File: config.mk
export PLATFORM = sky130hd
export DESIGN_NAME = seg_scan_ctrl_flat
export DESIGN_NICKNAME = d
export VERILOG_FILES = /design/src/rtl/seg_pkg.sv /design/src/rtl/seg_scan_ctrl_if.sv /design/src/rtl/bin2bcd14.sv /design/src/rtl/seg_scan_ctrl.sv /design/src/flat_wrapper.sv
export SDC_FILE = /design/constraint.sdc
export NUM_CORES = 1
export LEC_CHECK = 0
export CORE_MARGIN = 2
export CORE_UTILIZATION = 55
export DETAILED_ROUTE_END_ITERATION = 8
export PLACE_DENSITY = 0.75
export SLEW_MARGIN = 10
export SYNTH_ARGS = -nofsm -noshare
export SYNTH_HDL_FRONTEND = slang
export SYNTH_SLANG_ARGS = --single-unit
File: constraint.sdc
create_clock -name clk -period 6.59 [get_ports clk]
set_input_delay 0.9885 -clock clk [delete_from_list [all_inputs] [get_ports clk]]
set_output_delay 0.9885 -clock clk [all_outputs]
set_load 0.1 [all_outputs]
File: src/rtl/seg_pkg.sv
// Shared constants for the 4-digit scanned 7-segment controller: segment
// patterns (a..g at bits 6..0, active-low), load FSM encoding and the value limit.
package seg_pkg;

  localparam int unsigned VAL_W = 14;
  localparam int unsigned BCD_W = 16;
  localparam int unsigned SEG_W = 7;
  localparam int unsigned SEL_W = 4;

  localparam logic [VAL_W-1:0] MAX_VAL = 14'd9999;

  localparam logic [SEG_W-1:0] SEG_BLANK = 7'b1111111;
  localparam logic [SEG_W-1:0] SEG_0     = 7'b0000001;
  localparam logic [SEG_W-1:0] SEG_1     = 7'b1001111;
  localparam logic [SEG_W-1:0] SEG_2     = 7'b0010010;
  localparam logic [SEG_W-1:0] SEG_3     = 7'b0000110;
  localparam logic [SEG_W-1:0] SEG_4     = 7'b1001100;
  localparam logic [SEG_W-1:0] SEG_5     = 7'b0100100;
  localparam logic [SEG_W-1:0] SEG_6     = 7'b0100000;
  localparam logic [SEG_W-1:0] SEG_7     = 7'b0001111;
  localparam logic [SEG_W-1:0] SEG_8     = 7'b0000000;
  localparam logic [SEG_W-1:0] SEG_9     = 7'b0000100;

  typedef enum logic [1:0] {
    ST_IDLE = 2'd0,
    ST_CONV = 2'd1,
    ST_PEND = 2'd2
  } load_state_e;

  // Non-decimal codes fall through to blank.
  function automatic logic [SEG_W-1:0] seg_decode(input logic [3:0] d);
    logic [SEG_W-1:0] s;
    case (d)
      4'd0:    s = SEG_0;
      4'd1:    s = SEG_1;
      4'd2:    s = SEG_2;
      4'd3:    s = SEG_3;
      4'd4:    s = SEG_4;
      4'd5:    s = SEG_5;
      4'd6:    s = SEG_6;
      4'd7:    s = SEG_7;
      4'd8:    s = SEG_8;
      4'd9:    s = SEG_9;
      default: s = SEG_BLANK;
    endcase
    return s;
  endfunction

endpackage

File: src/rtl/seg_scan_ctrl_if.sv
// Value-load handshake and display drive bundle of seg_scan_ctrl.
interface seg_scan_ctrl_if;
  import seg_pkg::*;

  logic             in_valid;
  logic [VAL_W-1:0] in_value;
  logic             in_ready;
  logic             ovf;
  logic [SEG_W-1:0] display;
  logic [SEL_W-1:0] digit_select;

  modport master (
    output in_valid, in_value,
    input  in_ready, ovf, display, digit_select
  );

  modport slave (
    input  in_valid, in_value,
    output in_ready, ovf, display, digit_select
  );

endinterface

File: src/rtl/bin2bcd14.sv
// 14-bit binary to 4-digit BCD, shift-add-3, one bit per cycle for 14 cycles.
module bin2bcd14
  import seg_pkg::*;
(
  input  logic             clk,
  input  logic             rst,
  input  logic             start_i,
  input  logic [VAL_W-1:0] bin_i,
  output logic             busy_o,
  output logic             done_c,
  output logic [BCD_W-1:0] bcd_o
);

  localparam int unsigned      CNT_W    = 4;
  localparam logic [CNT_W-1:0] CNT_LAST = CNT_W'(VAL_W - 1);

  logic [VAL_W-1:0] sh_q;
  logic [BCD_W-1:0] bcd_q;
  logic [BCD_W-1:0] adj;
  logic [CNT_W-1:0] cnt_q;
  logic             busy_q;

  function automatic logic [BCD_W-1:0] add3(input logic [BCD_W-1:0] b);
    logic [BCD_W-1:0] r;
    r = b;
    for (int i = 0; i < 4; i++) begin
      if (r[4*i +: 4] > 4'd4) r[4*i +: 4] = r[4*i +: 4] + 4'd3;
    end
    return r;
  endfunction

  assign adj = add3(bcd_q);

  always_ff @(posedge clk or posedge rst) begin
    if (rst) begin
      sh_q   <= '0;
      bcd_q  <= '0;
      cnt_q  <= '0;
      busy_q <= 1'b0;
    end else if (busy_q) begin
      bcd_q <= {adj[BCD_W-2:0], sh_q[VAL_W-1]};
      sh_q  <= {sh_q[VAL_W-2:0], 1'b0};
      cnt_q <= cnt_q + CNT_W'(1);
      if (cnt_q == CNT_LAST) busy_q <= 1'b0;
    end else if (start_i) begin
      sh_q   <= bin_i;
      bcd_q  <= '0;
      cnt_q  <= '0;
      busy_q <= 1'b1;
    end
  end

  // High during the final shift; bcd_o is complete after this edge.
  assign done_c = busy_q && (cnt_q == CNT_LAST);
  assign busy_o = busy_q;
  assign bcd_o  = bcd_q;

endmodule

File: src/rtl/seg_scan_ctrl.sv
// Multiplexed 4-digit 7-segment controller: accepts a binary value, converts
// to BCD, swaps it into the display buffer only between scan frames.
module seg_scan_ctrl
  import seg_pkg::*;
#(
  parameter int unsigned SCAN_DIV  = 135000,
  parameter int unsigned BLANK_CYC = 1000,
  parameter bit          LZ_BLANK  = 1'b1
) (
  input  logic            clk,
  input  logic            rst,
  seg_scan_ctrl_if.slave  bus
);

  localparam int unsigned      CNT_W     = 20;
  localparam logic [CNT_W-1:0] CNT_LAST  = CNT_W'(SCAN_DIV - 1);
  localparam logic [CNT_W-1:0] BLANK_END = CNT_W'(BLANK_CYC);

  load_state_e      state_q, state_d;
  logic             in_ready_q, in_ready_d;
  logic             ovf_q, ovf_d;
  logic [BCD_W-1:0] buf_q, buf_d;
  logic [CNT_W-1:0] cnt_q, cnt_d;
  logic [1:0]       slot_q, slot_d;
  logic [SEL_W-1:0] sel_q, sel_d;
  logic [SEG_W-1:0] disp_q, disp_d;

  logic             transfer;
  logic             frame_end;
  logic [VAL_W-1:0] clamped;
  logic             conv_busy;
  logic             conv_done_c;
  logic [BCD_W-1:0] conv_bcd;
  logic [3:0]       digit;
  logic             lead_zero;

  assign transfer  = bus.in_valid && in_ready_q;
  assign clamped   = (bus.in_value > MAX_VAL) ? MAX_VAL : bus.in_value;
  assign frame_end = (slot_q == 2'd3) && (cnt_q == CNT_LAST);

  bin2bcd14 u_bin2bcd (
    .clk     (clk),
    .rst     (rst),
    .start_i (transfer),
    .bin_i   (clamped),
    .busy_o  (conv_busy),
    .done_c  (conv_done_c),
    .bcd_o   (conv_bcd)
  );

  always_ff @(posedge clk or posedge rst) begin
    if (rst) begin
      state_q    <= ST_IDLE;
      in_ready_q <= 1'b0;
      ovf_q      <= 1'b0;
      buf_q      <= '0;
      cnt_q      <= '0;
      slot_q     <= '0;
      sel_q      <= '0;
      disp_q     <= SEG_BLANK;
    end else begin
      state_q    <= state_d;
      in_ready_q <= in_ready_d;
      ovf_q      <= ovf_d;
      buf_q      <= buf_d;
      cnt_q      <= cnt_d;
      slot_q     <= slot_d;
      sel_q      <= sel_d;
      disp_q     <= disp_d;
    end
  end

  // Load FSM: the buffer is only rewritten on the last cycle of the ones slot.
  always_comb begin
    state_d = state_q;
    ovf_d   = ovf_q;
    buf_d   = buf_q;
    case (state_q)
      ST_IDLE: begin
        if (transfer) begin
          state_d = ST_CONV;
          if (bus.in_value > MAX_VAL) ovf_d = 1'b1;
        end
      end
      ST_CONV: begin
        if (conv_done_c || !conv_busy) state_d = ST_PEND;
      end
      ST_PEND: begin
        if (frame_end) begin
          buf_d   = conv_bcd;
          state_d = ST_IDLE;
        end
      end
      default: state_d = ST_IDLE;
    endcase
    in_ready_d = (state_d == ST_IDLE);
  end

  // Scan timer, digit select and segment decode.
  always_comb begin
    cnt_d     = (cnt_q == CNT_LAST) ? '0 : cnt_q + CNT_W'(1);
    slot_d    = (cnt_q == CNT_LAST) ? slot_q + 2'd1 : slot_q;
    digit     = buf_q[3:0];
    lead_zero = 1'b0;
    case (slot_q)
      2'd0: begin digit = buf_q[15:12]; lead_zero = (buf_q[15:12] == 4'd0); end
      2'd1: begin digit = buf_q[11:8];  lead_zero = (buf_q[15:8]  == 8'd0); end
      2'd2: begin digit = buf_q[7:4];   lead_zero = (buf_q[15:4]  == 12'd0); end
      default: begin digit = buf_q[3:0]; lead_zero = 1'b0; end
    endcase
    sel_d  = '0;
    disp_d = SEG_BLANK;
    if (cnt_q >= BLANK_END) begin
      sel_d  = SEL_W'(4'b1000 >> slot_q);
      disp_d = (LZ_BLANK && lead_zero) ? SEG_BLANK : seg_decode(digit);
    end
  end

  assign bus.in_ready     = in_ready_q;
  assign bus.ovf          = ovf_q;
  assign bus.display      = disp_q;
  assign bus.digit_select = sel_q;

endmodule
File: src/flat_wrapper.sv
// flat-port wrapper written by rule: the top's interface ports become plain ports
module seg_scan_ctrl_flat import seg_pkg::*;
#(
  parameter int unsigned SCAN_DIV  = 135000,
  parameter int unsigned BLANK_CYC = 1000,
  parameter bit          LZ_BLANK  = 1'b1
)
  (clk, rst, bus_in_valid, bus_in_value, bus_in_ready, bus_ovf, bus_display, bus_digit_select);
  seg_scan_ctrl_if bus_i ();
  input  logic clk;
  input  logic rst;
  input wire logic [$bits(bus_i.in_valid)-1:0] bus_in_valid;
  input wire logic [$bits(bus_i.in_value)-1:0] bus_in_value;
  output wire logic [$bits(bus_i.in_ready)-1:0] bus_in_ready;
  output wire logic [$bits(bus_i.ovf)-1:0] bus_ovf;
  output wire logic [$bits(bus_i.display)-1:0] bus_display;
  output wire logic [$bits(bus_i.digit_select)-1:0] bus_digit_select;
  assign bus_i.in_valid = bus_in_valid;
  assign bus_i.in_value = bus_in_value;
  assign bus_in_ready = bus_i.in_ready;
  assign bus_ovf = bus_i.ovf;
  assign bus_display = bus_i.display;
  assign bus_digit_select = bus_i.digit_select;
  seg_scan_ctrl #(.SCAN_DIV(SCAN_DIV), .BLANK_CYC(BLANK_CYC), .LZ_BLANK(LZ_BLANK)) u_core (.clk(clk), .rst(rst), .bus(bus_i));
endmodule
---- Yosys cells after proc, flatten, opt, wreduce, memory -nomap -nowiden ----
Memories as Yosys holds them, arrays and structs flattened.
Cells that the tools add are included.
operators by class
  eq/ne operators ......................... 7
  multiplexer cells ....................... 24
  reduce and logical (&&, ||, !) cells .... 14
  magnitude comparators ................... 6
  shift-type cells ........................ 1
  $add $sub $neg .......................... 7
operators with widths
  cell                                                           count
  two-way mux 14 bit                                             3
  two-way mux 16 bit                                             2
  two-way mux 4 bit                                              6
  adder 20 x 1 -> 20 bit, second input constant                  1
  equality test 20 x 18 -> 1 bit, second input constant          1
  >= comparator 20 x 10 -> 1 bit, second input constant          1
  two-way mux 20 bit                                             1
  greater-than comparator 4 x 3 -> 1 bit, second input constant  4
  greater-than comparator 14 bit, second input constant          1
  two-way mux 7 bit                                              2
  adder 4 x 2 -> 4 bit, second input constant                    3
  zero test 12 bit                                               1
  case mux 4 bit (3 select lines)                                1
  zero test 8 bit                                                1
  equality test 2 bit, second input constant                     3
  zero test 2 bit                                                3
  two-way mux 2 bit                                              3
  case mux 2 bit (3 select lines)                                1
  adder 4 x 1 -> 4 bit, second input constant                    1
  equality test 2 x 1 -> 1 bit, second input constant            2
  equality test 4 bit, second input constant                     1
  zero test 4 bit                                                1
  right shift 4 x 2 -> 4 bit, first input constant               1
  adder 3 x 2 -> 3 bit, second input constant                    1
  other kinds (10)                                               14
storage, ports and cells
  logic and storage cells ................. 72
  ROM bits ................................ 112
  bits of input ports ..................... 17
  register bits ........................... 88
  memories kept ........................... 1
  output and inout bits ................... 13
memories
  memory            depth  bits a word  read ports  clocked after memory_dff  write ports  RTL line       text
  (name not given)  16     7            1           0                         0            seg_pkg.sv:33  case (d)

---- Logic depth before layout (Yosys ltp) ----
Gate-level depths: netlist of run 1.
  depth after elaboration ................. 6
  mapped depth ............................ 10
  gate-level depth less buffers ........... 10

---- Modules after synthesis ----
Synthesis of run 1 repeated with hierarchy kept, for this count alone.
second synthesis, totals
  cells, all modules ...................... 424
  area, all modules ....................... 4553.1 um^2
modules (own cells, without submodules)
  module         instances  area each (um^2)  cells an instance  sequential area each (um^2)
  seg_scan_ctrl  1          2698.8            240                1335.0
  bin2bcd14      1          1854.3            184                875.8

---- Worst setup path before layout of run 1 ----
No wires, ideal clock.
  path kind ............................... register to register
  start ................................... register u_core.slot_q[0]
  end ..................................... register u_core.disp_q[0] (netlist: u_core.bus.display[0])
  path buffers ............................ 0
  stages on the path, launching flop included .. 11
  arrival ................................. 2.111 ns
  period minus slack after synthesis ...... 2.199 ns
  setup slack ............................. 4.391 ns
  path through ............................ dfrtp_1 inv_1 ha_1 a222oi_1 nand2_1 o21ai_0 inv_1 ha_1 mux2i_1 mux2i_1 or3_1
between the ends
  longest elaborated chain between the ends .. 5
  elaborated cells on any way between the ends .. 8
RTL lines
  what                                         RTL line              text
  start, declared                              seg_scan_ctrl.sv:24   logic [1:0] slot_q, slot_d;
  start signal, assigned                       seg_scan_ctrl.sv:67   slot_q <= slot_d;
  equality test 2 bit (tied with other cells)  seg_scan_ctrl.sv:105  case (slot_q)
  case mux 4 bit (3 select lines)              seg_scan_ctrl.sv:105
  memory (16 x 7 bit)                          -
  two-way mux 7 bit (*)                        seg_scan_ctrl.sv:115  disp_d = (LZ_BLANK && lead_zero) ? SEG_BLANK : seg_decode(digit);
  two-way mux 7 bit (*)                        seg_scan_ctrl.sv:113  if (cnt_q >= BLANK_END) begin
  via u_core.disp_d[0]                         seg_scan_ctrl.sv:26   logic [SEG_W-1:0] disp_q, disp_d;
  end signal, assigned                         seg_scan_ctrl.sv:69   disp_q <= disp_d;
  end, declared                                seg_scan_ctrl.sv:26
Mark *: on every way through the listed nets, which the timed path passes. The rest lies on a longest branch.
A chain may end at the register's enable or synchronous reset.

---- Worst setup path after layout of run 1 ----
  start ................................... register u_core.disp_q[4] (netlist: u_core.bus.display[4])
  end ..................................... output port bus_display[4]
RTL lines
  what           RTL line            text
  end, declared  flat_wrapper.sv:16  output wire logic [$bits(bus_i.display)-1:0] bus_display;
No word-level cell between the ends.

==> results of run 1 <==
==> per-layer routing <==
| metal | GRT usage | vias up | part of all wire | wire length (µm) |
|---|---|---|---|---|
| li1 | - | 1542 | - | - |
| met1 | 0.276 | 1512 | 0.47 | 3860 |
| met2 | 0.330 | 66 | 0.48 | 3960 |
| met3 | 0.0411 | 7 | 0.039 | 321 |
| met4 | 0.0797 | 0 | 0.0085 | 70 |
| met5 | 0 | - | 0 | 0 |
==> through the flow <==
step                instances  utilization  hold slack, ns
detailed placement        542        0.614           0.467
floorplan                 429            -           0.444
finish                    557        0.638           0.477
CTS                       557        0.638           0.480
global route              557        0.638           0.503
global placement          542        0.614           0.459
==> layout by cell type (no fill, tap or decap), types with 3 or more instances in the layout <==
cell type                         count
sky130_fd_sc_hd__a21oi_1             18
sky130_fd_sc_hd__a222oi_1             4
sky130_fd_sc_hd__a2bb2oi_1            4
sky130_fd_sc_hd__and2_1               6
sky130_fd_sc_hd__and3_1               3
sky130_fd_sc_hd__clkbuf_8            10
sky130_fd_sc_hd__clkdlybuf4s50_1     29
sky130_fd_sc_hd__dfrtp_1             80
sky130_fd_sc_hd__dfstp_2              7
sky130_fd_sc_hd__ha_1                18
sky130_fd_sc_hd__inv_1               22
sky130_fd_sc_hd__mux2_2               6
sky130_fd_sc_hd__mux2_4               9
sky130_fd_sc_hd__mux2i_1             12
sky130_fd_sc_hd__nand2_1             49
sky130_fd_sc_hd__nand3_1             13
sky130_fd_sc_hd__nand4_1              7
sky130_fd_sc_hd__nor2_1              32
sky130_fd_sc_hd__nor2b_1              9
sky130_fd_sc_hd__nor3_1              15
sky130_fd_sc_hd__nor3b_1              6
sky130_fd_sc_hd__nor4_1               3
sky130_fd_sc_hd__o21ai_0             25
sky130_fd_sc_hd__o31ai_1             14
sky130_fd_sc_hd__or4_1                3
sky130_fd_sc_hd__xnor2_1              9
sky130_fd_sc_hd__xor2_1              13
==> area by class of cell <==
| class | count | area [µm²] |
|---|---|---|
| fill | 637 | 2800 |
| sequential | 88 | 2210 |
| multi-input combinational | 299 | 2020 |
| timing repair buffer | 30 | 298 |
| clock buffer | 12 | 145 |
| tap | 102 | 128 |
| inverter | 23 | 87.6 |
| clock inverter | 3 | 42.5 |
==> logic make-up (layout without fill, tap and decap cells) <==
| family | after synthesis | in the layout | share of synthesized area |
|---|---|---|---|
| muxes | 27 | 27 | 0.0734 |
| xor gates and xnor gates | 22 | 22 | 0.0438 |
| DFF | 88 | 88 | 0.502 |
| AOI/OAI and AO/OA | 77 | 77 | 0.113 |
| adders and majority gates | 18 | 18 | 0.0512 |
| and+or+nand+nor | 155 | 155 | 0.177 |
| buffers and inverters | 42 | 68 | 0.0392 |
==> power by group through the flow <==
stage / combinational [µW] / sequential, µW / clock (µW)
after CTS: 430 / 771 / 377
after global routing: 490 / 791 / 399
after floorplan: 348 / 750 / 0
final: 427 / 771 / 369
after global placement: 410 / 777 / 0
after detailed placement: 429 / 780 / 0
==> state kept, by name (all words and copies together), names as in the netlist <==
register                 cells
u_core.u_bin2bcd.cnt_q       4
u_core.bus.display           7
u_core.u_bin2bcd.busy_o      1
u_core.slot_q                2
u_core.buf_q                16
u_core.bus.digit_select      4
u_core.u_bin2bcd.sh_q       14
u_core.bus.in_ready          1
u_core.cnt_q                20
u_core.u_bin2bcd.bcd_o      16
u_core.bus.ovf               1
u_core.state_q               2
==> path summary, 6_finish.rpt <==
check | depth (start not counted) | endpoint
min reg2reg | 1 | u_core.cnt_q[19]$_DFF_PP0_
min in group asynchronous | 3 | u_core.u_bin2bcd.sh_q[6]$_DFFE_PP0P_
min | 1 | u_core.cnt_q[19]$_DFF_PP0_
max in group asynchronous | 3 | u_core.u_bin2bcd.busy_o$_DFF_PP0_
max reg2reg | 8 | u_core.bus.display[0]$_DFF_PP1_
max | 1 | bus_display[4]
==> impl_metrics.json, run 1 <==
{
  "rsz0062_at_grt": "false",
  "ys.warnings.count": 0,
  "worst-slew-pin-transition_ns": 1.06,
  "timing.critical_path.buf_inv": 1,
  "power_frac_clock": 0.236,
  "critical_path.slowest_cell": "sky130_fd_sc_hd__clkdlybuf4s50_1",
  "synth_sequential_area_ratio": 0.502,
  "detail_route.wl_per_cell_um": 14.7,
  "area_growth_from_synthesis_to_layout_pct": 12.0,
  "cts-root-buf": "sky130_fd_sc_hd__clkbuf_8",
  "power_frac_seq": 0.492,
  "share_comb_of_total_power": 0.272,
  "core_area_mm2": 0.00773,
  "async_flop_share": 1.00,
  "syn_area_mm2": 0.00440,
  "post-place-ws_ns": 3.83,
  "clock_insertion_delay_worst_skew_ns": 0.35,
  "path_delay_family": "buffers and inverters",
  "first_global_vias": 3108,
  "finalWeightedCongestion": 0.791,
  "critPathKind": "flop to primary output",
  "cts_buffer_depth": 2,
  "yosys.cell_count.top_type": "sky130_fd_sc_hd__dfrtp_1",
  "postSynthRegisterBits": 88,
  "cts_inserted_buffers": 9,
  "floorplan.rows": 32,
  "postCtsResizedCells": 0,
  "pnr_total_power_uw": 1570,
  "critPathMaxStageDelay_ns": 1.12,
  "maxSlewHeadroom": 0.295,
  "synth.net_count": 464,
  "vias": 3127,
  "die_area_mm2": 0.00873,
  "nNetsFinal": 486,
  "total_leakage_power_uw": 0.00228,
  "grt_first_pass_wirelength_um": 14200,
  "period_minus_slack_ns": 2.99,
  "hold_path_class": "flop to flop",
  "critical_path.reg2reg.startpoint": "u_core.slot_q[0]$_DFFE_PP0N_",
  "worst_clock_skew_ns": 0.00666,
  "internal_power_summed_over_all_cells_uw": 1010,
  "tns_ns": 0,
  "max_clock_freq_mhz": 335,
  "antenna_left": 0,
  "netlist_cell_types": 47,
  "postCtsSetupRepairBufs": 0,
  "peakVddDrop_uv": 177,
  "sinks_on_clock_net": 88,
  "clock_tree.htree_level_count": 3,
  "netSwitchingFraction": 0.356,
  "hpwl_um": 5600,
  "die_w_um": 93.4,
  "firstDrtPassIters": 5,
  "placement.io_buffers": 29,
  "finalSetupViolCount": 0,
  "final_max_slew_viol_count": 0,
  "die_outline_height_um": 93.4,
  "timing.critical_path.arrival_ns": 2.00,
  "fin_ws_ns": 3.60,
  "initial_antenna_violation_count": 0,
  "critical_path.max_fanout": 1,
  "ioPinCount": 30,
  "yosys-top-cells-area": "sky130_fd_sc_hd__dfrtp_1, sky130_fd_sc_hd__ha_1, sky130_fd_sc_hd__dfstp_2, sky130_fd_sc_hd__nand2_1, sky130_fd_sc_hd__mux2_4",
  "post_route_cells_drive_above_1_share": 0.0901,
  "design_area_mm2": 0.00493,
  "synth_area_per_cell_um2": 10.3,
  "final_min_period_over_clock_period": 0.453,
  "drt_iter0_markers": 152,
  "startpoint": "u_core.bus.display[4]$_DFF_PP1_",
  "finalHoldViolCount": 0,
  "cts_tree": "done",
  "synthesis.instances": 429,
  "power_switching_uw": 557,
  "drc": 0,
  "start_kind": "flop",
  "timing.hold.worst.start": "u_core.cnt_q[19]$_DFF_PP0_",
  "clkSlewWorstSetupHoldPaths_ns": 0.08,
  "yosys.area.top_type": "sky130_fd_sc_hd__dfrtp_1",
  "inserted_diodes": 0,
  "worst_ep_required_time_ns": 5.60,
  "synth.cells.most_frequent": "sky130_fd_sc_hd__dfrtp_1, sky130_fd_sc_hd__nand2_1, sky130_fd_sc_hd__nor2_1, sky130_fd_sc_hd__o21ai_0, sky130_fd_sc_hd__inv_1",
  "globalRouteOverflowTotal": 0,
  "viasPerCell": 5.61,
  "timing.critical_path.cells": "clkdlybuf4s50_1",
  "synth_enable_flop_cells": 0,
  "netlist.area_leader.share": 0.461,
  "placedInstanceArea_mm2": 0.00474,
  "max_cap_viol_count": 0,
  "crit_path_end_kind": "primary output",
  "floorplan.initialDensity": 0.569,
  "ff2ff_setup_slack_ns": 3.92,
  "power_per_cell_area_mw_per_mm2": 318,
  "synth_top_flop_cell": "sky130_fd_sc_hd__dfrtp_1",
  "grt_usage": 0.206,
  "holdBufCountCts": 0,
  "pin_count_of_the_biggest_net_entering_global_routing": 89,
  "postRouteWirelength_um": 8210,
  "status": "complete, no violations"
}
(Power assumes the default switching activity.)
==> run 2: changes to the inputs <==
clock period = 2.9 ns   (was 6.59 ns; I/O delays follow)
==> run 2 against run 1 <==
  * Core utilization down 0.16 points
  * Final cell count up 0.90%
  * Via count up 1.7%
  * Wire length down 0.47%
  * Largest power group unchanged
  * Setup slack worse by 3.2 ns
  * Non-clock buffer count up 4
  * Critical path depth up 7
  * Highest routed layer unchanged
  * Largest cell class unchanged
  * Sequential power up 120%
==> impl_metrics.json, run 2 (synthesized netlist as in run 1, its figures left out) <==
{
  "postCtsResizedCells": 0,
  "holdBufCountCts": 0,
  "finalSetupViolCount": 0,
  "core_area_mm2": 0.00773,
  "commonest_non_fill_non_tap_cells_in_the_layout": "sky130_fd_sc_hd__dfrtp_1, sky130_fd_sc_hd__nand2_1, sky130_fd_sc_hd__nor2_1",
  "cts_tree": "done",
  "power_frac_clock": 0.212,
  "rsz0062_at_grt": "false",
  "final_max_slew_viol_count": 0,
  "grt_usage": 0.208,
  "postCtsSetupRepairBufs": 0,
  "detail_route.wl_per_cell_um": 14.5,
  "internal_power_summed_over_all_cells_uw": 2190,
  "power_per_cell_area_mw_per_mm2": 705,
  "final_min_period_over_clock_period": 0.864,
  "clkSlewWorstSetupHoldPaths_ns": 0.08,
  "design_area_mm2": 0.00492,
  "die_w_um": 93.4,
  "start_kind": "flop",
  "worst_clock_skew_ns": 0.00701,
  "largest_register": "u_core.cnt_q",
  "floorplan.initialDensity": 0.569,
  "die_outline_height_um": 93.4,
  "fill_cells": 618,
  "drt_iter0_markers": 192,
  "initial_antenna_violation_count": 0,
  "drc": 0,
  "placement.io_buffers": 29,
  "pnr_total_power_uw": 3470,
  "inserted_diodes": 0,
  "netSwitchingFraction": 0.367,
  "hpwl_um": 5780,
  "worst-slew-pin-transition_ns": 0.859,
  "finalHoldViolCount": 0,
  "die_area_mm2": 0.00873,
  "tns_ns": 0,
  "hold_path_class": "input pin to async pin",
  "peakVddDrop_uv": 386,
  "max_clock_freq_mhz": 399,
  "cts_inserted_buffers": 9,
  "max_cap_viol_count": 0,
  "cts_buffer_depth": 2,
  "ff_latch_area_mm2": 0.00221,
  "nNetsFinal": 490,
  "vias": 3180,
  "critPathKind": "flop to flop",
  "clock_tree.htree_level_count": 3,
  "status": "complete, no violations",
  "max_ffs_per_register": 20,
  "antenna_left": 0,
  "firstDrtPassIters": 4,
  "grt_first_pass_wirelength_um": 14300,
  "placedInstanceArea_mm2": 0.00475,
  "timing.critical_path.arrival_ns": 2.79,
  "finalWeightedCongestion": 0.898,
  "period_minus_slack_ns": 2.51,
  "power_frac_seq": 0.493,
  "multi_input_area_mm2": 0.00202,
  "viasPerCell": 5.66,
  "power_switching_uw": 1270,
  "area_growth_from_synthesis_to_layout_pct": 11.7,
  "first_global_vias": 3141,
  "globalRouteOverflowTotal": 0,
  "postRouteWirelength_um": 8170,
  "maxSlewHeadroom": 0.427,
  "total_leakage_power_uw": 0.00229,
  "clock_insertion_delay_worst_skew_ns": 0.36,
  "floorplan.rows": 32,
  "ioPinCount": 30,
  "post_route_cells_drive_above_1_share": 0.130,
  "critical_path.max_fanout": 6,
  "pin_count_of_the_biggest_net_entering_global_routing": 61,
  "cts-root-buf": "sky130_fd_sc_hd__clkbuf_8",
  "mostFrequentLayoutCell": "sky130_fd_sc_hd__dfrtp_1",
  "sinks_on_clock_net": 88,
  "crit_path_end_kind": "flop",
  "worst_ep_required_time_ns": 3.19,
  "share_comb_of_total_power": 0.295
}
run 2: cell count changes in the layout (fill, tap and decap cells not counted):
cell	previous run	this run
sky130_fd_sc_hd__clkbuf_1	2	1
sky130_fd_sc_hd__buf_4	1	17
sky130_fd_sc_hd__clkinvlp_4	1	3
sky130_fd_sc_hd__bufinv_16	1	0
sky130_fd_sc_hd__clkdlybuf4s50_1	29	16
sky130_fd_sc_hd__clkbuf_8	10	9
sky130_fd_sc_hd__buf_12	0	1
sky130_fd_sc_hd__clkinv_2	2	4
run 2: path summary, 6_finish.rpt:
path	slack [ns]	depth (start not counted)	to	start
max	0.39	8	u_core.bus.display[0]$_DFF_PP1_	u_core.slot_q[0]$_DFFE_PP0N_
min	0.42	2	u_core.u_bin2bcd.cnt_q[0]$_DFFE_PP0P_	rst
max reg2reg	0.39	8	u_core.bus.display[0]$_DFF_PP1_	u_core.slot_q[0]$_DFFE_PP0N_
min reg2reg	0.48	1	u_core.u_bin2bcd.cnt_q[3]$_DFFE_PP0P_	u_core.u_bin2bcd.cnt_q[3]$_DFFE_PP0P_
max in group asynchronous	1.77	3	u_core.bus.display[5]$_DFF_PP1_	rst
min in group clk	0.48	1	u_core.u_bin2bcd.cnt_q[3]$_DFFE_PP0P_	u_core.u_bin2bcd.cnt_q[3]$_DFFE_PP0P_
run 2: worst max-delay path, cell delays in order, from the launching register on:
cell                      delay [ns]
sky130_fd_sc_hd__dfrtp_1        0.39
sky130_fd_sc_hd__ha_1           0.32
sky130_fd_sc_hd__inv_1          0.18
sky130_fd_sc_hd__o21ai_0        0.61
sky130_fd_sc_hd__inv_1          0.16
sky130_fd_sc_hd__ha_1           0.25
sky130_fd_sc_hd__mux2i_1        0.13
sky130_fd_sc_hd__mux2i_1        0.08
sky130_fd_sc_hd__or3_1          0.32
run 2: layer usage:
metal / track usage / wire length (µm) / share of wire / vias to the layer above
li1: - / - / - / 1549
met1: 0.278 / 3830 / 0.47 / 1550
met2: 0.332 / 3910 / 0.48 / 73
met3: 0.0322 / 306 / 0.037 / 8
met4: 0.104 / 123 / 0.015 / 0
met5: 0 / 0 / 0 / -
run 2: power groups by stage:
stage / Clock [µW] / Combinational, µW / Sequential, µW
detailed placement: 0 / 1030 / 1730
floorplan: 0 / 791 / 1700
finish: 735 / 1020 / 1710
CTS: 753 / 1040 / 1710
global route: 808 / 1160 / 1750
global placement: 0 / 986 / 1720
run 2: area by class of cell:
class | count | share of cell area
tap | 102 | 0.0260
sequential | 88 | 0.450
clock buffer | 10 | 0.0260
timing repair buffer | 34 | 0.0626
multi-input combinational | 299 | 0.410
clock inverter | 6 | 0.00763
inverter | 23 | 0.0178
run 2: per-stage QoR:
stage                     setup slack (ns)  hold slack (ns)  instances  utilization
after global placement               0.565            0.460        546        0.615
after floorplan                      0.198            0.444        429            -
after CTS                            0.451            0.425        562        0.636
after global routing                 0.126            0.476        562        0.636
final                                0.394            0.418        562        0.636
after detailed placement             0.469            0.465        546        0.615
==> run 3: changes to the inputs <==
CAP_MARGIN = 25   (was not set)
==> results of run 3 <==
No change in the layout: final DEF, timing and power equal those of run 2.
